==> src/rtl/rr_arb_pkg.sv <==
// Shared types and constants for the four-requester round-robin grant arbiter.
package rr_arb_pkg;

    localparam int N_REQ = 4;
    localparam int IDX_W = 2;

    typedef enum logic {
        IDLE  = 1'b0,
        GRANT = 1'b1
    } state_t;

    // Why a grant ended; done wins over a request drop, which wins over the hold limit.
    typedef enum logic [1:0] {
        REL_NONE    = 2'd0,
        REL_DONE    = 2'd1,
        REL_DROP    = 2'd2,
        REL_TIMEOUT = 2'd3
    } rel_cause_t;

endpackage

==> src/rtl/rr_pick.sv <==
// Combinational round-robin winner select: rotate by ptr, find first, un-rotate.
module rr_pick
    import rr_arb_pkg::*;
(
    input  logic [N_REQ-1:0] req,
    input  logic [IDX_W-1:0] ptr,
    output logic [IDX_W-1:0] winner,
    output logic             any
);

    logic [N_REQ-1:0] rot;
    logic [IDX_W-1:0] off;

    always_comb begin
        rot = '0;
        for (int i = 0; i < N_REQ; i++) begin
            rot[i] = req[IDX_W'(i) + ptr];
        end
    end

    // Scan downward so the lowest asserted offset from ptr is the one kept.
    always_comb begin
        off = '0;
        for (int i = N_REQ - 1; i >= 0; i--) begin
            if (rot[i]) begin
                off = IDX_W'(i);
            end
        end
    end

    assign winner = off + ptr;
    assign any    = |req;

endmodule

==> src/rtl/rr_grant_arbiter.sv <==
// Round-robin arbiter feeding a 2-to-4 enable decoder; grants are held until
// done, request drop or hold limit, always followed by a one-cycle idle gap.
//
// state | meaning
// IDLE  | no owner, decoder disabled; next edge grants the round-robin winner
// GRANT | owner drives decoder; released on done, request drop or hold limit
module rr_grant_arbiter
    import rr_arb_pkg::*;
#(
    parameter int CNT_W    = 8,
    parameter int MAX_HOLD = 16
)
(
    input  logic             clk,
    input  logic             rst,
    input  logic [N_REQ-1:0] req,
    input  logic             done,
    output logic [IDX_W-1:0] grant_idx,
    output logic             grant_valid,
    output logic             timeout
);

    localparam logic [CNT_W-1:0] HOLD_LAST = CNT_W'(MAX_HOLD - 1);
    localparam logic [CNT_W-1:0] CNT_MAX   = '1;

    state_t           state_q, state_d;
    logic [IDX_W-1:0] ptr_q, ptr_d;
    logic [CNT_W-1:0] hold_cnt, hold_d;
    logic [IDX_W-1:0] idx_d;
    logic             valid_d;
    logic             to_d;
    logic [IDX_W-1:0] winner;
    logic             any;
    rel_cause_t       cause;

    rr_pick u_pick (
        .req    (req),
        .ptr    (ptr_q),
        .winner (winner),
        .any    (any)
    );

    always_ff @(posedge clk or posedge rst) begin
        if (rst) begin
            state_q     <= IDLE;
            ptr_q       <= '0;
            hold_cnt    <= '0;
            grant_idx   <= '0;
            grant_valid <= 1'b0;
            timeout     <= 1'b0;
        end else begin
            state_q     <= state_d;
            ptr_q       <= ptr_d;
            hold_cnt    <= hold_d;
            grant_idx   <= idx_d;
            grant_valid <= valid_d;
            timeout     <= to_d;
        end
    end

    always_comb begin
        state_d = state_q;
        ptr_d   = ptr_q;
        hold_d  = hold_cnt;
        idx_d   = grant_idx;
        valid_d = grant_valid;
        to_d    = 1'b0;
        cause   = REL_NONE;
        case (state_q)
            IDLE: begin
                if (any) begin
                    idx_d   = winner;
                    valid_d = 1'b1;
                    hold_d  = '0;
                    state_d = GRANT;
                end
            end
            GRANT: begin
                if (done) begin
                    cause = REL_DONE;
                end else if (!req[grant_idx]) begin
                    cause = REL_DROP;
                end else if ((MAX_HOLD != 0) && (hold_cnt == HOLD_LAST)) begin
                    cause = REL_TIMEOUT;
                end
                if (hold_cnt != CNT_MAX) begin
                    hold_d = hold_cnt + 1'b1;
                end
                // grant_idx is left as-is on release; the decoder is disabled anyway.
                if (cause != REL_NONE) begin
                    valid_d = 1'b0;
                    ptr_d   = grant_idx + 1'b1;
                    state_d = IDLE;
                    to_d    = (cause == REL_TIMEOUT);
                end
            end
        endcase
    end

endmodule

==> config.mk <==
export PLATFORM = sky130hd
export DESIGN_NAME = rr_grant_arbiter
export DESIGN_NICKNAME = d
export VERILOG_FILES = /design/src/rtl/rr_arb_pkg.sv /design/src/rtl/rr_pick.sv /design/src/rtl/rr_grant_arbiter.sv
export SDC_FILE = /design/constraint.sdc
export NUM_CORES = 1
export LEC_CHECK = 0
export BUFFER_PORTS_ARGS = -buffer_cell sky130_fd_sc_hd__buf_2
export CELL_PAD_IN_SITES_DETAIL_PLACEMENT = 2
export CELL_PAD_IN_SITES_GLOBAL_PLACEMENT = 2
export CORE_AREA = 2 2 55 57
export CTS_CLUSTER_SIZE = 10
export DETAILED_ROUTE_END_ITERATION = 12
export DIE_AREA = 0 0 57 59
export PLACE_DENSITY = 0.73
export SLEW_MARGIN = 30
export SYNTH_ARGS = -nofsm -noshare
export SYNTH_HDL_FRONTEND = slang
export SYNTH_SLANG_ARGS = --single-unit
==> constraint.sdc <==
create_clock -name clk -period 1.9 [get_ports clk]
set_clock_uncertainty 0.1 [all_clocks]
set_input_delay 0.095 -clock clk [delete_from_list [all_inputs] [get_ports clk]]
set_output_delay 0.095 -clock clk [all_outputs]
set_load 0.02 [all_outputs]
==> impl_results.md <==
* Most instantiated library cell after synthesis: dfrtp_1
* Fin nets at 130
* Total DRC errors in the routed layout at 0
* Longest Clk Path Bufs at 2
* Inserted Clock Buffers at 3
* Initial antenna violation count at 0
* Max-Slew Margin vs Limit at 59.4%
* Final weighted congestion in routability-driven placement at 0.755
* Power Dens Cells at 1350 nW/um^2
* Proportion of synthesized flip-flops having asynchronous set or reset at 100%
* Type of origin of the critical path: flop
* Final HPWL from detailed placement at 1900 um
* Cell family with the largest share of critical-path delay: flip-flops
* Total global routing overflow at 0
* Final standard cell area without fillers at 1090 um^2
* Final Core Density at 40.2%
* Mapped cell area at 906 um^2
* Post-Place Cells at 141
* Vias per std cell at 5.63
* Average detailed-routed wire length per instance at 17.5 um
* Worst setup path class: flop to flop
* Clock transition time at the flip-flop clock pins of the worst setup and hold paths at 0.09 ns
* Cell leakage power at 0.474 nW
* Die outline height at 59 um
* EDFF count, synth at 0
* Outcome: finished, final reports clean
* Share of Yosys cell area claimed by the top area cell type at 41.4%
* Worst Path Required at 2.01 ns
* HP Class: input pin to flop
* IR Drop Worst-Case VDD at 0.656 mV
* Synthesized area per cell at 8.79 um^2
* Final setup violation count at 0
* Largest net degree at the start of global routing at 16
* Library cells used by synthesis at 35
* Worst Hold Margin at 0.0454 ns
* Worst-path fanout max at 8
* Overall power consumption at 1.47 mW
* Width of the die at 57 um
* CTS tree: built
* Arrival time worst endpoint at 1.93 ns
* Number of synthesized register bits at 15
* Aggregate negative setup slack at 0 ns
* RSZ-0062 raised after global routing: true
* Number of global-route vias before repair at 888
* Top Ports at 11
* Slowest cell on crit path: dfrtp_2
* Wire length of the first global-routing pass at 4430 um
* Final max-slew violation count at 0
* Final period utilization at 95.8%
* Source-to-sink clock delay at the later pin of the worst-skew pair at 0.28 ns
* Iteration-0 DRC Markers at 9
* Share of post-route cells with drive strength above 1 at 25.8%
* Mapped Cells at 103
* Top cells by count, synth: 15 x dfrtp_1, 14 x nand2_1, 13 x nor2_1
* Pre-CTS WS at -0.105 ns
* Post-layout minimum cycle time at 1.82 ns
* Number of endpoints with negative hold slack in the final report at 0
* Number of buffer and inverter instances along the worst setup path at 1
* Net count after synthesis at 112
* Total inserted antenna cells at 0
* Routed Antenna Nets at 0
* # H-tree levels at 1
* Critical path endpoint category: flop
* Instance area after placement at 983 um^2
* Area of the die at 3360 um^2
* Max-Cap Viols at 0
* Total number of vias at 850
* Number of non-filler instances in the completed layout at 151
* Yosys Warn Count at 0
* Root cell of the clock tree: clkbuf_4
* IO buf count at 10
* Wirelength, routed at 2650 um
* Synth-to-layout area growth at 20.3%
* Share of synthesized area occupied by flip-flops and latches at 41.4%
* Cell Chain, Critical Path: buf_4 > nand2_1 > nor2_1 > a21oi_1 > o211ai_1 > ha_2 > xnor2_2 > nor4_2 > nand3b_1
* Area contributors post-synth: dfrtp_1 41%, nand2_1 5.8%, nor2_1 5.4%
* Number of search-and-repair iterations in the first detailed-routing pass at 4
* Worst-margin pin slew at 0.608 ns
* Number of sinks handled by clock tree synthesis at 15
* Overall global routing resource usage at 17.1%
* Delay contributed by the slowest stage of the critical path at 0.47 ns
* Setup slack of the critical path after layout at 0.0794 ns
* Area of the placeable core at 2710 um^2
* Effective utilization at floorplan at 33.4%
* Flip-flop cell with the highest count after synthesis: dfrtp_1
* Number of cell rows at 19
* Cell type with the highest aggregate area in the netlist: dfrtp_1
* Peak clock frequency supported by timing at 0.549 GHz
power by group:
part / switching, mW / total (mW) / leakage [nW] / internal [mW]
registers: 0.159 / 0.579 / 0.194 / 0.420
clock network: 0.0998 / 0.181 / 0.0150 / 0.0813
logic: 0.396 / 0.708 / 0.265 / 0.312
sequential cells by signal, indices dropped and copies added (netlist names):
name	flops
hold_cnt	8
ptr_q	2
grant_idx	2
timeout	1
grant_valid	1
state_q	1
routing by layer:
| layer | part of all wire [%] | up-vias | track usage (%) |
|---|---|---|---|
| li1 | - | 407 | - |
| met1 | 50 | 432 | 24.5 |
| met2 | 47 | 9 | 26.8 |
| met3 | 2.2 | 2 | 3.49 |
| met4 | 0.72 | 0 | 3.99 |
| met5 | 0 | - | 0 |
tightest hold or removal path: stages:
cell and delay (ns):
buf_2 0.09, nand3b_1 0.15, nor3_1 0.07
path summary, 6_finish.rpt:
path	slack [ns]	to	from	cells past startpoint
max	0.08	grant_idx[1]	ptr_q[0]	9
min	0.05	timeout	done	3
max reg2reg	0.08	grant_idx[1]	ptr_q[0]	9
min reg2reg	0.40	grant_valid	grant_valid	1
max in group asynchronous	0.94	ptr_q[0]	rst	3
min in group asynchronous	0.32	hold_cnt[7]	rst	3
cell families after synthesis:
logic type	Yosys count	synth area share (%)
simple gates	48	26.4
compound gates	26	19.6
flops	15	41.4
buf+inv	7	3.31
xor+xnor	3	2.90
mux	2	3.59
fa+ha+maj	2	2.76
cells in the final DEF (no fill, tap or decap), types with 2 or more instances in the layout:
cell type / Yosys / final
nor3_1: 3 / 3
dfrtp_1: 15 / 14
o21ai_1: 7 / 8
nand3_1: 4 / 4
inv_1: 3 / 3
clkbuf_4: 0 / 3
o211ai_1: 3 / 3
a21oi_1: 3 / 3
and3_1: 2 / 2
buf_2: 3 / 10
nand3b_1: 2 / 2
nor2_1: 13 / 12
nand2_1: 14 / 14
nand4_1: 2 / 2
buf_4: 0 / 6
o21a_1: 2 / 2
repair_timing:
| item | 4_1_cts | 5_1_grt |
|---|---|---|
| gates resized for setup | 1 | 7 |
| pin swaps | 1 | 3 |
| setup buffers | 2 | 3 |
| hold buffers | 1 | 0 |
| hold endpoints to repair | 15 | 0 |
| endpoints found under the setup margin | 1 | 5 |
layout make-up:
| type | instances | area [um^2] |
|---|---|---|
| fill | 323 | 1620 |
| inverter | 3 | 11.3 |
| multi-input combinational | 81 | 532 |
| sequential | 15 | 377 |
| clock buffer | 4 | 26.3 |
| tap | 31 | 38.8 |
| timing repair buffer | 17 | 105 |
(Power assumes the default switching activity.)
